### src/rtl/modn_counter.sv
// Parametrised modulo-N up/down counter with synchronous load, enable,
// wrap or one-shot (saturating) mode and a cascadable terminal-count output.
module modn_counter #(
  parameter int unsigned MODULUS   = 6,
  parameter int unsigned WIDTH     = 3,
  parameter int unsigned RESET_VAL = 0
) (
  input  logic             clk,
  input  logic             rst_n,
  input  logic             en,
  input  logic             up,
  input  logic             oneshot,
  input  logic             load,
  input  logic [WIDTH-1:0] load_val,
  output logic [WIDTH-1:0] count,
  output logic             tc,
  output logic             wrap,
  output logic             done,
  output logic             load_err
);

  localparam longint unsigned MODL  = 64'(MODULUS);
  localparam longint unsigned SPAN  = 64'd1 << WIDTH;
  localparam logic [WIDTH-1:0] MAXV = WIDTH'(MODULUS - 1);
  localparam logic [WIDTH-1:0] RSTV = WIDTH'(RESET_VAL);

  // Reject parameter sets that cannot be represented or are out of range
  if (MODULUS < 2 || MODL > SPAN || RESET_VAL >= MODULUS) begin : gBadParams
    $error("modn_counter: illegal MODULUS/WIDTH/RESET_VAL combination");
  end

  logic [WIDTH-1:0] term;
  logic             atTerm;
  logic             legalLoad;

  logic [WIDTH-1:0] countNext;
  logic             wrapNext;
  logic             doneNext;
  logic             loadErrNext;

  // Terminal value follows direction combinationally; tc feeds the next stage
  always_comb begin
    term      = up ? MAXV : '0;
    atTerm    = (count == term);
    tc        = en & atTerm;
    legalLoad = (64'(load_val) < MODL);
  end

  // Next-state selection: load > count > hold (reset handled in the register)
  always_comb begin
    countNext   = count;
    wrapNext    = 1'b0;
    doneNext    = done;
    loadErrNext = 1'b0;
    if (load) begin
      if (legalLoad) begin
        countNext = load_val;
        doneNext  = 1'b0;
      end else begin
        loadErrNext = 1'b1;
      end
    end else if (en) begin
      if (!atTerm) begin
        countNext = up ? count + WIDTH'(1) : count - WIDTH'(1);
      end else if (!oneshot) begin
        countNext = up ? '0 : MAXV;
        wrapNext  = 1'b1;
      end else begin
        doneNext = 1'b1;
      end
    end
  end

  // State register with synchronous active-low reset
  always_ff @(posedge clk) begin
    if (!rst_n) begin
      count    <= RSTV;
      wrap     <= 1'b0;
      done     <= 1'b0;
      load_err <= 1'b0;
    end else begin
      count    <= countNext;
      wrap     <= wrapNext;
      done     <= doneNext;
      load_err <= loadErrNext;
    end
  end

  // Count must never leave 0..MODULUS-1
  always_ff @(posedge clk) begin
    if (rst_n) assert (64'(count) < MODL);
  end

endmodule

### config.mk
export PLATFORM = sky130hd
export DESIGN_NAME = modn_counter
export DESIGN_NICKNAME = d
export VERILOG_FILES = /design/src/rtl/modn_counter.sv
export SDC_FILE = /design/constraint.sdc
export NUM_CORES = 1
export LEC_CHECK = 0
export ABC_AREA = 1
export ABC_CLOCK_PERIOD_IN_PS = 1880
export CORE_AREA = 2 2 39 41
export DETAILED_ROUTE_END_ITERATION = 10
export DIE_AREA = 0 0 41 43
export GPL_TIMING_DRIVEN = 0
export PLACE_DENSITY = 0.71
export RECOVER_POWER = 100
export SLEW_MARGIN = 5
export SYNTH_ARGS = -nofsm -noshare
export SYNTH_HDL_FRONTEND = slang
export SYNTH_SLANG_ARGS = --single-unit
### constraint.sdc
create_clock -name clk -period 1.88 [get_ports clk]
set_input_delay 0.188 -clock clk [delete_from_list [all_inputs] [get_ports clk]]
set_output_delay 0.188 -clock clk [all_outputs]
set_load 0.005 [all_outputs]
# [Word level (Yosys, flattened, before mapping)]
# Cells that the tools add are included.
# W data, S select, Z words.
[op_classes] eq_ne=3 bitwise_logic=4 n_reduce_logical=7 order_cmp=1 add_sub_neg=2 mux=15
[op_table] cell="$mux W3" count=8
[op_table] cell="$mux W1" count=7
[op_table] cell="$reduce_bool A2 Y1" count=3
[op_table] cell="$reduce_and A4 Y1" count=1
[op_table] cell="$reduce_or A4 Y1" count=1
[op_table] cell="$add A3 B1 Y3 const B" count=1
[op_table] cell="$eq A3 B3 Y1" count=1
[op_table] cell="$lt A3 B3 Y1 const B" count=1
[op_table] cell="$ne A3 B3 Y1 const B" count=1
[op_table] cell="$not A1 Y1" count=3
[op_table] cell="$reduce_and A3 Y1" count=1
[op_table] cell="$sub A3 B1 Y3 const B" count=1
[op_table] cell="$ne A2 B1 Y1 const B" count=1
[op_table] cell="$reduce_and A2 Y1" count=1
[op_table] cell="$and A1 B1 Y1" count=1
[totals] ff_bits=6 word_cells=36

# [Logic depth before layout (Yosys ltp)]
# Gate-level depths: netlist of the first run.
[depth] ltp_word=5 ltp_mapped=9 depth_no_buf=9

# [Worst setup path before layout of the first run]
# Ideal clock, no wire load.
[synth_timing] path_kind="flip-flop to flip-flop" start="reg count[0]" end="reg count[2]" setup_slack_ns=0.571 setup_time_ns=0.111 synth_period_minus_slack_ns=1.309 path_stages_with_launch=9 t_arrival_ns=1.198 path_cell_list="dfxtp_1 inv_2 fa_1 nand3_1 nand2_1 nor2_1 nor2_1 nor2_1 nor2_1"
[synth_via] elab_chain_cells=5 elab_cells_between_ends=9 classes_between="add/sub: 2; eq/ne: 2; mux: 4; reduce/logical: 1"
[synth_lines] item="start: declaration" line_no="15" source="output logic [WIDTH-1:0] count,"
[synth_lines] item="start signal: assignment" line_no="82" source="count <= countNext;"
[synth_lines] item="$sub A3 B1 Y3 / $add A3 B1 Y3 (equally long branches)" line_no="64" source="countNext = up ? count + WIDTH'(1) : count - WIDTH'(1);"
[synth_lines] item="$mux W3" line_no="64"
[synth_lines] item="$mux W3" line_no="63" source="if (!atTerm) begin"
[synth_lines] item="$mux W3" line_no="62" source="end else if (en) begin"
[synth_lines] item="$mux W3" line_no="55" source="if (load) begin"
# Several ways; a longest one is shown, not always the timed one. The select of a mux whose other input is x is not followed.
# A chain may end at the register's enable or synchronous reset.

# [Worst setup path in the final report of the first run]
[layout_timing] start="reg count[2]" end="out tc"
[layout_via] elab_chain_cells=2
[layout_lines] item="$eq A3 B3 Y1" line_no="44" source="atTerm = (count == term);"
[layout_lines] item="$and A1 B1 Y1" line_no="45" source="tc = en & atTerm;"
[layout_lines] item="end: declaration" line_no="16" source="output logic tc,"
# No other way between the ends.

==> metrics.csv, run 1 <==
metric,value,unit
p_clk_share,28.3,%
yosys_warnings,0,
timing.final.hold_violations,0,
rrSetupSlack,0.50,ns
nets,97,
fin_crit,1.79,ns
avgSynthCellArea,6.46,um^2
synth_top_flop_cell,dfxtp_1,
portBuffers,14,
viasPerCell,4.46,
reg2reg_depth,8,
cp.arrival,1.60,ns
r2r-start,count[0]$_SDFFE_PN0P_,
wl_per_cell,9.36,um
yosysMostFrequentCell,nand2_1,
grt_max_degree,11,
clk_pin_slew,0.05,ns
post-route-util,45.6,%
combPwrFrac,37.3,%
p_per_area,677,nW/um^2
netlist_area,427,um^2
final_cell_area,631,um^2
path_class,flip-flop to output port,
fp.dieH,43,um
finalSetupViolCount,0,
firstDrtPassIters,4,
fill_cells,158,
ant_nets,0,
max_slew_margin,83.7,%
ys_types,17,
ys_top_cells_by_count,"18 x nand2_1, 12 x nor2_1, 8 x inv_1",
met1_usage,15.2,%
clock.fmax,560,MHz
cap_violations,0,
switching_share,32.1,%
grt-ovfl-total,0,
synth_seq_cells,6,
synth-edff-count,0,
crit_path_end_kind,output port,
synthCells,66,
hold_start,load,
grt_util_met3,7.85,%
status,"complete, no violations",
yosysTopAreaCellShare,28.2,%
r2r-end,count[2]$_SDFFE_PN0P_,
coreArea,1380,um^2
hold_path_end,wrap$_SDFF_PP0_,
internal_power,0.000290,W
cts_max_path_buffers,2,
finClkSkew,0.0154,ns
routabilityCongestion,0.724,
grt_pass1_vias,373,
insertedDiodeCount,0,
hold_path.class,input port to flip-flop,
drtIter0Drc,6,
cts_tree,done,
tightest_slew,0.243,ns
antenna_found_initial,0,
area_growth,47.8,%
place_hpwl,723,um
die_w,41,um
worstPathMaxFanout,5,
synth.largest_area_cell,dfxtp_1,
cts_buffers,3,
cp-start-kind,flip-flop,
grt_use_total,12.7,%
drt_wl_total,945,um
clock-root-buffer,clkbuf_4,
p_leak,0.309,nW
synth_nets,76,
slew_violations,0,
gr-max-usage-layer,met2,
async_flop_share,0,%
dpl_cell_area,587,um^2
htree_levels,1,
drc_errors,0,
seq_area_frac_synth,28.2,%
use_met2,19.1,%
min_period_over_period,95.0,%
cp.required,1.69,ns
die_area,1760,um^2
holdPathStages,2,
start_util,30.8,%
rows,14,
ios,16,
via_count,450,
vdd_ir_drop_max,0.419,mV
seqPwrFrac,34.5,%
drive_gt1_share,22.4,%
insertion_delay,0.25,ns
cts.sinks,6,
ys_top_cells_by_area,"dfxtp_1 28%, nand2_1 16%, nor2_1 11%, inv_1 7.0%, fa_1 4.7%",
grt_first_pass_wirelength,1500,um
p_switching,0.000137,W
[metal layers]
metal / share of wire (%) / up-vias / routed length [um]
met5: 0 / - / 0
li1: - / 244 / -
met1: 44 / 187 / 412
met2: 49 / 19 / 462
met4: 0 / 0 / 0
met3: 7.4 / 0 / 70
[per-stage QoR]
step | power [W] | instances | setup slack, ns | setup TNS (ns) | hold slack [ns]
final | 0.000427 | 101 | 0.0948 | 0 | 0.215
after global routing | 0.000469 | 101 | -0.0130 | -0.0130 | 0.200
after CTS | 0.000416 | 99 | 0.00280 | 0 | 0.203
after detailed placement | 0.000296 | 96 | -0.0899 | -0.0899 | 0.455
after global placement | 0.000295 | 96 | -0.0980 | -0.0980 | 0.459
after floorplan | 0.000238 | 66 | 0.571 | 0 | 0.262
[repair_timing]
action	4_1_cts	5_1_grt
gates resized for setup	1	4
setup endpoints to repair	1	1
pin swaps	0	1
setup buffers	0	2
hold buffers	0	0
[layout make-up]
class,instances,area [um^2],area share (%)
Sequential cell,6,128,20.2
Buffer,1,7.51,1.19
Inverter,10,37.5,5.95
Tap cell,16,20.0,3.17
Multi-Input combinational cell,49,262,41.5
Clock buffer,3,22.5,3.57
Timing Repair Buffer,16,154,24.4
[layout by cell type (no fill, tap or decap), drive strengths merged]
cell type,instances
dlygate4sd3,1
o21ai,2
dlygate4sd2,1
buf,3
nand3,6
nand2,22
nor2,13
nand4,1
a21oi,3
clkdlybuf4s50,12
nor4,1
fa,1
inv,10
dfxtp,6
clkbuf,3
[critical path: stages (launching register included)]
cell and delay (ns):
dfxtp_4 0.36, inv_1 0.06, nand2_2 0.08, nand2_2 0.07
nor2_4 0.14, nand2_1 0.09, inv_1 0.06, clkdlybuf4s50_1 0.49
[worst max-delay path by stage]
stage | from | end | depth (start not counted)
floorplan | count[0]$_SDFFE_PN0P_ | count[2]$_SDFFE_PN0P_ | 8
global placement | up | tc | 8
detailed placement | up | tc | 8
CTS | count[2]$_SDFFE_PN0P_ | tc | 7
global route | count[2]$_SDFFE_PN0P_ | tc | 7
finish | count[2]$_SDFFE_PN0P_ | tc | 7
[flip-flops by register name (all words and copies together), names as in the netlist]
register and cells:
count 3, done 1, load_err 1, wrap 1
[power groups by stage]
stage / Sequential, W / Clock, W / Combinational, W
6_report: 0.000147 / 0.000121 / 0.000159
5_1_grt: 0.000149 / 0.000142 / 0.000179
4_1_cts: 0.000146 / 0.000121 / 0.000149
3_5_place_dp: 0.000149 / 0 / 0.000147
3_3_place_gp: 0.000148 / 0 / 0.000147
2_1_floorplan: 0.000148 / 0 / 0.0000892
[cells by family (layout without fill, tap and decap cells)]
family / after synthesis / in the layout / share of synthesized area (%)
fa+ha+maj: 1 / 1 / 4.69
flops: 6 / 6 / 28.2
compound gates: 5 / 5 / 6.74
simple gates: 43 / 43 / 49.9
buf+inv: 11 / 30 / 10.6
(Power assumes the default switching activity.)
==> inputs of run 2 (changes only) <==
- CTS_BUF_LIST: default -> sky130_fd_sc_hd__clkbuf_16
==> run 2 against run 1 <==
- global-route usage grew 2.0 points
- sequential share of layout area decreased by 2.1 points
- clock skew decreased by 0.0078 ns
- sequential cell count unchanged
- register-to-register slack about the same
- critical path depth is the same
- sequential power about the same
- non-clock buffer count did not move
- wire length increased by 5.2%
- clock power grew to 2.9 times the previous value
- worst setup slack better by 0.014 ns
- clock-buffer cell count stayed put
- critical path type unchanged
- largest power group is now the clock network
==> metrics.csv, run 2 (same netlist as run 1, synthesis figures left out) <==
metric,value,unit,change
die_area,1760,um^2,unchanged
ios,16,,unchanged
seq_area,123,um^2,-3.9%
grt_util_met3,7.85,%,unchanged
final_cells,101,,unchanged
drt_wl_total,994,um,+5.2%
insertion_delay,0.24,ns,about the same
rsz0062_at_grt,no,,
grt_max_degree,11,,unchanged
portBuffers,14,,unchanged
layout_commonest_cell,nand2_1,,
status,"complete, no violations",,
cts_buffers,3,,unchanged
seqPwrFrac,22.6,%,-12 points
cap_violations,0,,unchanged
finalSetupViolCount,0,,unchanged
grt_use_total,14.7,%,+2.0 points
drive_gt1_share,22.4,%,unchanged
hold_path.class,input port to flip-flop,,
slew_violations,0,,unchanged
nets,97,,unchanged
final_cell_area,674,um^2,+6.9%
layout_common_cells,"18 x nand2_1, 12 x nor2_1, 7 x inv_1, 7 x dlygate4sd3_1, 6 x clkdlybuf4s50_1",,
path_class,flip-flop to output port,,
finClkSkew,0.00759,ns,-0.00785 ns
clock.fmax,565,MHz,+0.80%
via_count,455,,+1.1%
reg2reg_depth,8,,unchanged
antenna_found_initial,0,,unchanged
die_w,41,um,unchanged
wl_per_cell,9.84,um,+5.2%
area_growth,58.1,%,
holdPathStages,2,,unchanged
internal_power,0.000485,W,+68%
min_period_over_period,94.2,%,-0.75 points
tightest_slew,0.237,ns,-0.00552 ns
gr-max-usage-layer,met2,,
post-route-util,48.7,%,+3.2 points
dpl_cell_area,587,um^2,unchanged
use_met2,20.6,%,+1.6 points
grt_pass1_vias,393,,+5.4%
p_clk_share,54.1,%,+26 points
routabilityCongestion,0.724,,unchanged
viasPerCell,4.50,,+1.1%
p_switching,0.000169,W,+24%
cts_tree,done,,
insertedDiodeCount,0,,unchanged
rows,14,,unchanged
grt_first_pass_wirelength,1660,um,+10%
largest_reg_flops,3,,unchanged
met1_usage,17.2,%,+2.0 points
cp.required,1.69,ns,about the same
place_hpwl,723,um,unchanged
start_util,30.8,%,unchanged
htree_levels,1,,unchanged
top_register,count,,
crit_path_end_kind,output port,,
vdd_ir_drop_max,0.531,mV,+27%
cts_max_path_buffers,2,,unchanged
p_per_area,971,nW/um^2,+43%
p_leak,0.343,nW,+11%
ant_nets,0,,unchanged
switching_share,25.9,%,-6.2 points
cp.arrival,1.58,ns,-0.02 ns
fill_cells,151,,-4.4%
clock-root-buffer,clkbuf_16,,
coreArea,1380,um^2,unchanged
cp-start-kind,flip-flop,,
grt-ovfl-total,0,,unchanged
worstPathMaxFanout,5,,unchanged
timing.final.hold_violations,0,,unchanged
drtIter0Drc,14,,+8
clk_pin_slew,0.04,ns,about the same
cts.sinks,6,,unchanged
max_slew_margin,84.0,%,+0.37 points
fp.dieH,43,um,unchanged
multi_input_area,262,um^2,unchanged
drc_errors,0,,unchanged
numPlacedInstances,96,,unchanged
firstDrtPassIters,4,,unchanged
fin_crit,1.77,ns,-0.0141 ns
combPwrFrac,23.3,%,-14 points
[run 2: path summary, 6_finish.rpt]
check | from | endpoint | slack, ns
max | count[2]$_SDFFE_PN0P_ | tc | 0.11
min | load | wrap$_SDFF_PP0_ | 0.22
max reg2reg | count[0]$_SDFFE_PN0P_ | count[2]$_SDFFE_PN0P_ | 0.50
min reg2reg | done$_SDFFE_PN0P_ | done$_SDFFE_PN0P_ | 0.46
[run 2: metrics by stage]
stage               hold slack, ns  worst slack (ns)  power, W  setup TNS [ns]
floorplan                    0.262             0.571  0.000238               0
global placement             0.459           -0.0980  0.000295         -0.0980
detailed placement           0.455           -0.0899  0.000296         -0.0899
CTS                          0.217            0.0142  0.000655               0
global route                 0.231            0.0106  0.000691               0
finish                       0.221             0.109  0.000655               0
[run 2: power groups by stage]
stage	combinational (W)	clock [W]	sequential, W
final	0.000153	0.000354	0.000148
after global routing	0.000172	0.000368	0.000150
after CTS	0.000149	0.000359	0.000147
after detailed placement	0.000147	0	0.000149
after global placement	0.000147	0	0.000148
after floorplan	0.0000892	0	0.000148
[run 2: what timing repair did]
| item | in CTS | in global routing |
|---|---|---|
| hold endpoints to repair | 0 | 0 |
| pin swaps | 0 | 1 |
| hold buffers | 0 | 0 |
| setup endpoints to repair | 1 | 1 |
| buffers inserted | 0 | 2 |
| gates resized for setup | 1 | 3 |
[run 2: area by class of cell]
cell class	count	share of cell area [%]
sequential	6	18.2
inverter	10	5.57
multi-input combinational	49	38.8
clock buffer	3	11.1
timing repair buffer	16	22.3
buffer	1	1.11
tap	16	2.97
[run 2: critical path, cell delays in order, from the launching register on]
cell and delay (ns):
dfxtp_2 0.35, inv_1 0.07, nand2_2 0.08, nand2_2 0.07, nor2_4 0.13, nand2_1 0.08, inv_1 0.06, clkdlybuf4s50_1 0.49
[run 2: layer usage]
metal / wire length [um] / share of wire, % / up-vias
li1: - / - / 243
met5: 0 / 0 / -
met4: 30 / 3.0 / 0
met1: 424 / 43 / 189
met2: 464 / 47 / 18
met3: 74 / 7.4 / 5
==> inputs of run 3 (changes only) <==
==> constraint.sdc (replaced) <==
create_clock -name clk -period 1.88 [get_ports clk]
set_input_delay 0.188 -clock clk [delete_from_list [all_inputs] [get_ports clk]]
set_output_delay 0.188 -clock clk [all_outputs]
set_load 0.02 [all_outputs]
==> run 3 against run 2 <==
- clock skew decreased by 0.00060 ns
- core utilization shrank 1.5 points
- via count down 1.3%
- power is 0.56% lower
- combinational power is essentially flat
- sequential power barely moved
- critical path depth unchanged
==> metrics.csv, run 3 (same netlist as run 1, synthesis figures left out) <==
metric,value,unit,change
worstPathMaxFanout,5,,unchanged
p_leak,0.340,nW,-0.97%
cts_tree,done,,
use_met2,20.6,%,unchanged
grt_pass1_vias,393,,unchanged
cts.sinks,6,,unchanged
wl_per_cell,10.0,um,+1.6%
cts_max_path_buffers,2,,unchanged
cp-start-kind,flip-flop,,
rsz0062_at_grt,no,,
fill_cells,153,,+1.3%
grt_first_pass_wirelength,1660,um,unchanged
layout_commonest_cell,nand2_1,,
firstDrtPassIters,4,,unchanged
grt-ovfl-total,0,,unchanged
hold_path.class,input port to flip-flop,,
place_hpwl,723,um,unchanged
cp.arrival,1.49,ns,-0.09 ns
r2r-start,count[0]$_SDFFE_PN0P_,,
finalSetupViolCount,0,,unchanged
reg2reg_depth,8,,unchanged
clk_pin_slew,0.04,ns,about the same
vdd_ir_drop_max,0.538,mV,+1.3%
die_w,41,um,unchanged
finClkSkew,0.00700,ns,-0.000596 ns
cts_buffers,3,,unchanged
fin_crit,1.67,ns,-0.0967 ns
routabilityCongestion,0.724,,unchanged
largest_reg_flops,3,,unchanged
ant_nets,0,,unchanged
post-route-util,47.2,%,-1.5 points
fp.dieH,43,um,unchanged
clock-root-buffer,clkbuf_16,,
gr-max-usage-layer,met2,,
min_period_over_period,89.1,%,-5.1 points
crit_path_end_kind,output port,,
rrSetupSlack,0.44,ns,-0.06 ns
multi_input_area,251,um^2,-3.8%
holdPathStages,2,,unchanged
tns,0,ns,unchanged
grt_util_met3,7.85,%,unchanged
start_util,30.8,%,unchanged
rows,14,,unchanged
grt_use_total,14.7,%,unchanged
area_growth,53.1,%,
via_count,449,,-1.3%
cap_violations,0,,unchanged
portBuffers,14,,unchanged
htree_levels,1,,unchanged
clock.fmax,597,MHz,+5.8%
met1_usage,17.2,%,unchanged
seq_area,120,um^2,-2.0%
layout_common_cells,"20 x nand2_1, 12 x nor2_1, 9 x inv_1",,
tightest_slew,0.262,ns,+0.0251 ns
p_per_area,997,nW/um^2,+2.7%
insertion_delay,0.23,ns,about the same
r2r-end,count[2]$_SDFFE_PN0P_,,
drive_gt1_share,14.5,%,-7.9 points
cp.required,1.69,ns,about the same
nets,95,,-2.1%
grt_max_degree,11,,unchanged
viasPerCell,4.54,,+0.67%
max_slew_margin,82.3,%,-1.7 points
hold_start,load,,
drt_wl_total,990,um,-0.40%
die_area,1760,um^2,unchanged
drc_errors,0,,unchanged
slew_violations,0,,unchanged
hold_path_end,wrap$_SDFF_PP0_,,
insertedDiodeCount,0,,unchanged
coreArea,1380,um^2,unchanged
timing.final.hold_violations,0,,unchanged
status,"complete, no violations",,
top_register,count,,
path_class,flip-flop to output port,,
drtIter0Drc,5,,-9
p_total,0.000651,W,-0.56%
ios,16,,unchanged
antenna_found_initial,0,,unchanged
run 3: cell types whose count changed in the layout (fill, tap and decap cells not counted), sizes merged:
cell | before | now
clkbuf | 4 | 3
dlymetal6s2s | 0 | 1
clkdlybuf4s50 | 6 | 5
buf | 2 | 1
run 3: worst max path at each step:
stage               depth (start not counted)                    end                   from  slack, ns
finish                                      7                     tc  count[2]$_SDFFE_PN0P_       0.21
global route                                7                     tc  count[2]$_SDFFE_PN0P_       0.09
CTS                                         8                     tc                     up       0.06
detailed placement                          8                     tc                     up      -0.19
global placement                            8                     tc                     up      -0.20
floorplan                                   8  count[2]$_SDFFE_PN0P_  count[0]$_SDFFE_PN0P_       0.45
run 3: critical path, cell delays in order (launching register included):
cell,delay (ns)
dfxtp_1,0.38
inv_1,0.08
nand2_1,0.11
nand2_2,0.08
nor2_4,0.12
nand2_1,0.09
inv_1,0.06
dlygate4sd2_1,0.32
run 3: where the power goes:
part | leakage (nW) | internal, W | switching, W | total [W]
combinational | 0.253 | 0.0000632 | 0.0000890 | 0.000152
clock | 0.0370 | 0.000274 | 0.0000791 | 0.000353
sequential | 0.0493 | 0.000138 | 0.00000797 | 0.000146
total | 0.340 | 0.000475 | 0.000176 | 0.000651
run 3: through the flow:
step / cell area (um^2) / instances / hold slack, ns / setup WS [ns]
3_5_place_dp: 587 / 96 / 0.455 / -0.193
6_report: 653 / 99 / 0.221 / 0.206
2_1_floorplan: 427 / 66 / 0.262 / 0.450
5_1_grt: 653 / 99 / 0.231 / 0.0911
4_1_cts: 661 / 99 / 0.217 / 0.0618
3_3_place_gp: 587 / 96 / 0.459 / -0.201
run 3: cell type report:
type,instances,share of cell area [%]
buffer,1,1.15
clock buffer,3,11.5
inverter,10,5.75
multi-input combinational,49,38.5
sequential,6,18.4
tap,16,3.07
timing repair buffer,14,21.6
run 3: routing by layer:
metal,wire length [um],up-vias
li1,-,238
met1,434,190
met2,454,16
met3,70,5
met4,30,0
met5,0,-
run 3: timing repair:
action / 4_1_cts / 5_1_grt
gates resized for setup: 1 / 1
setup endpoints to repair: 1 / 1
hold buffers: 0 / 0
setup buffers: 0 / 0
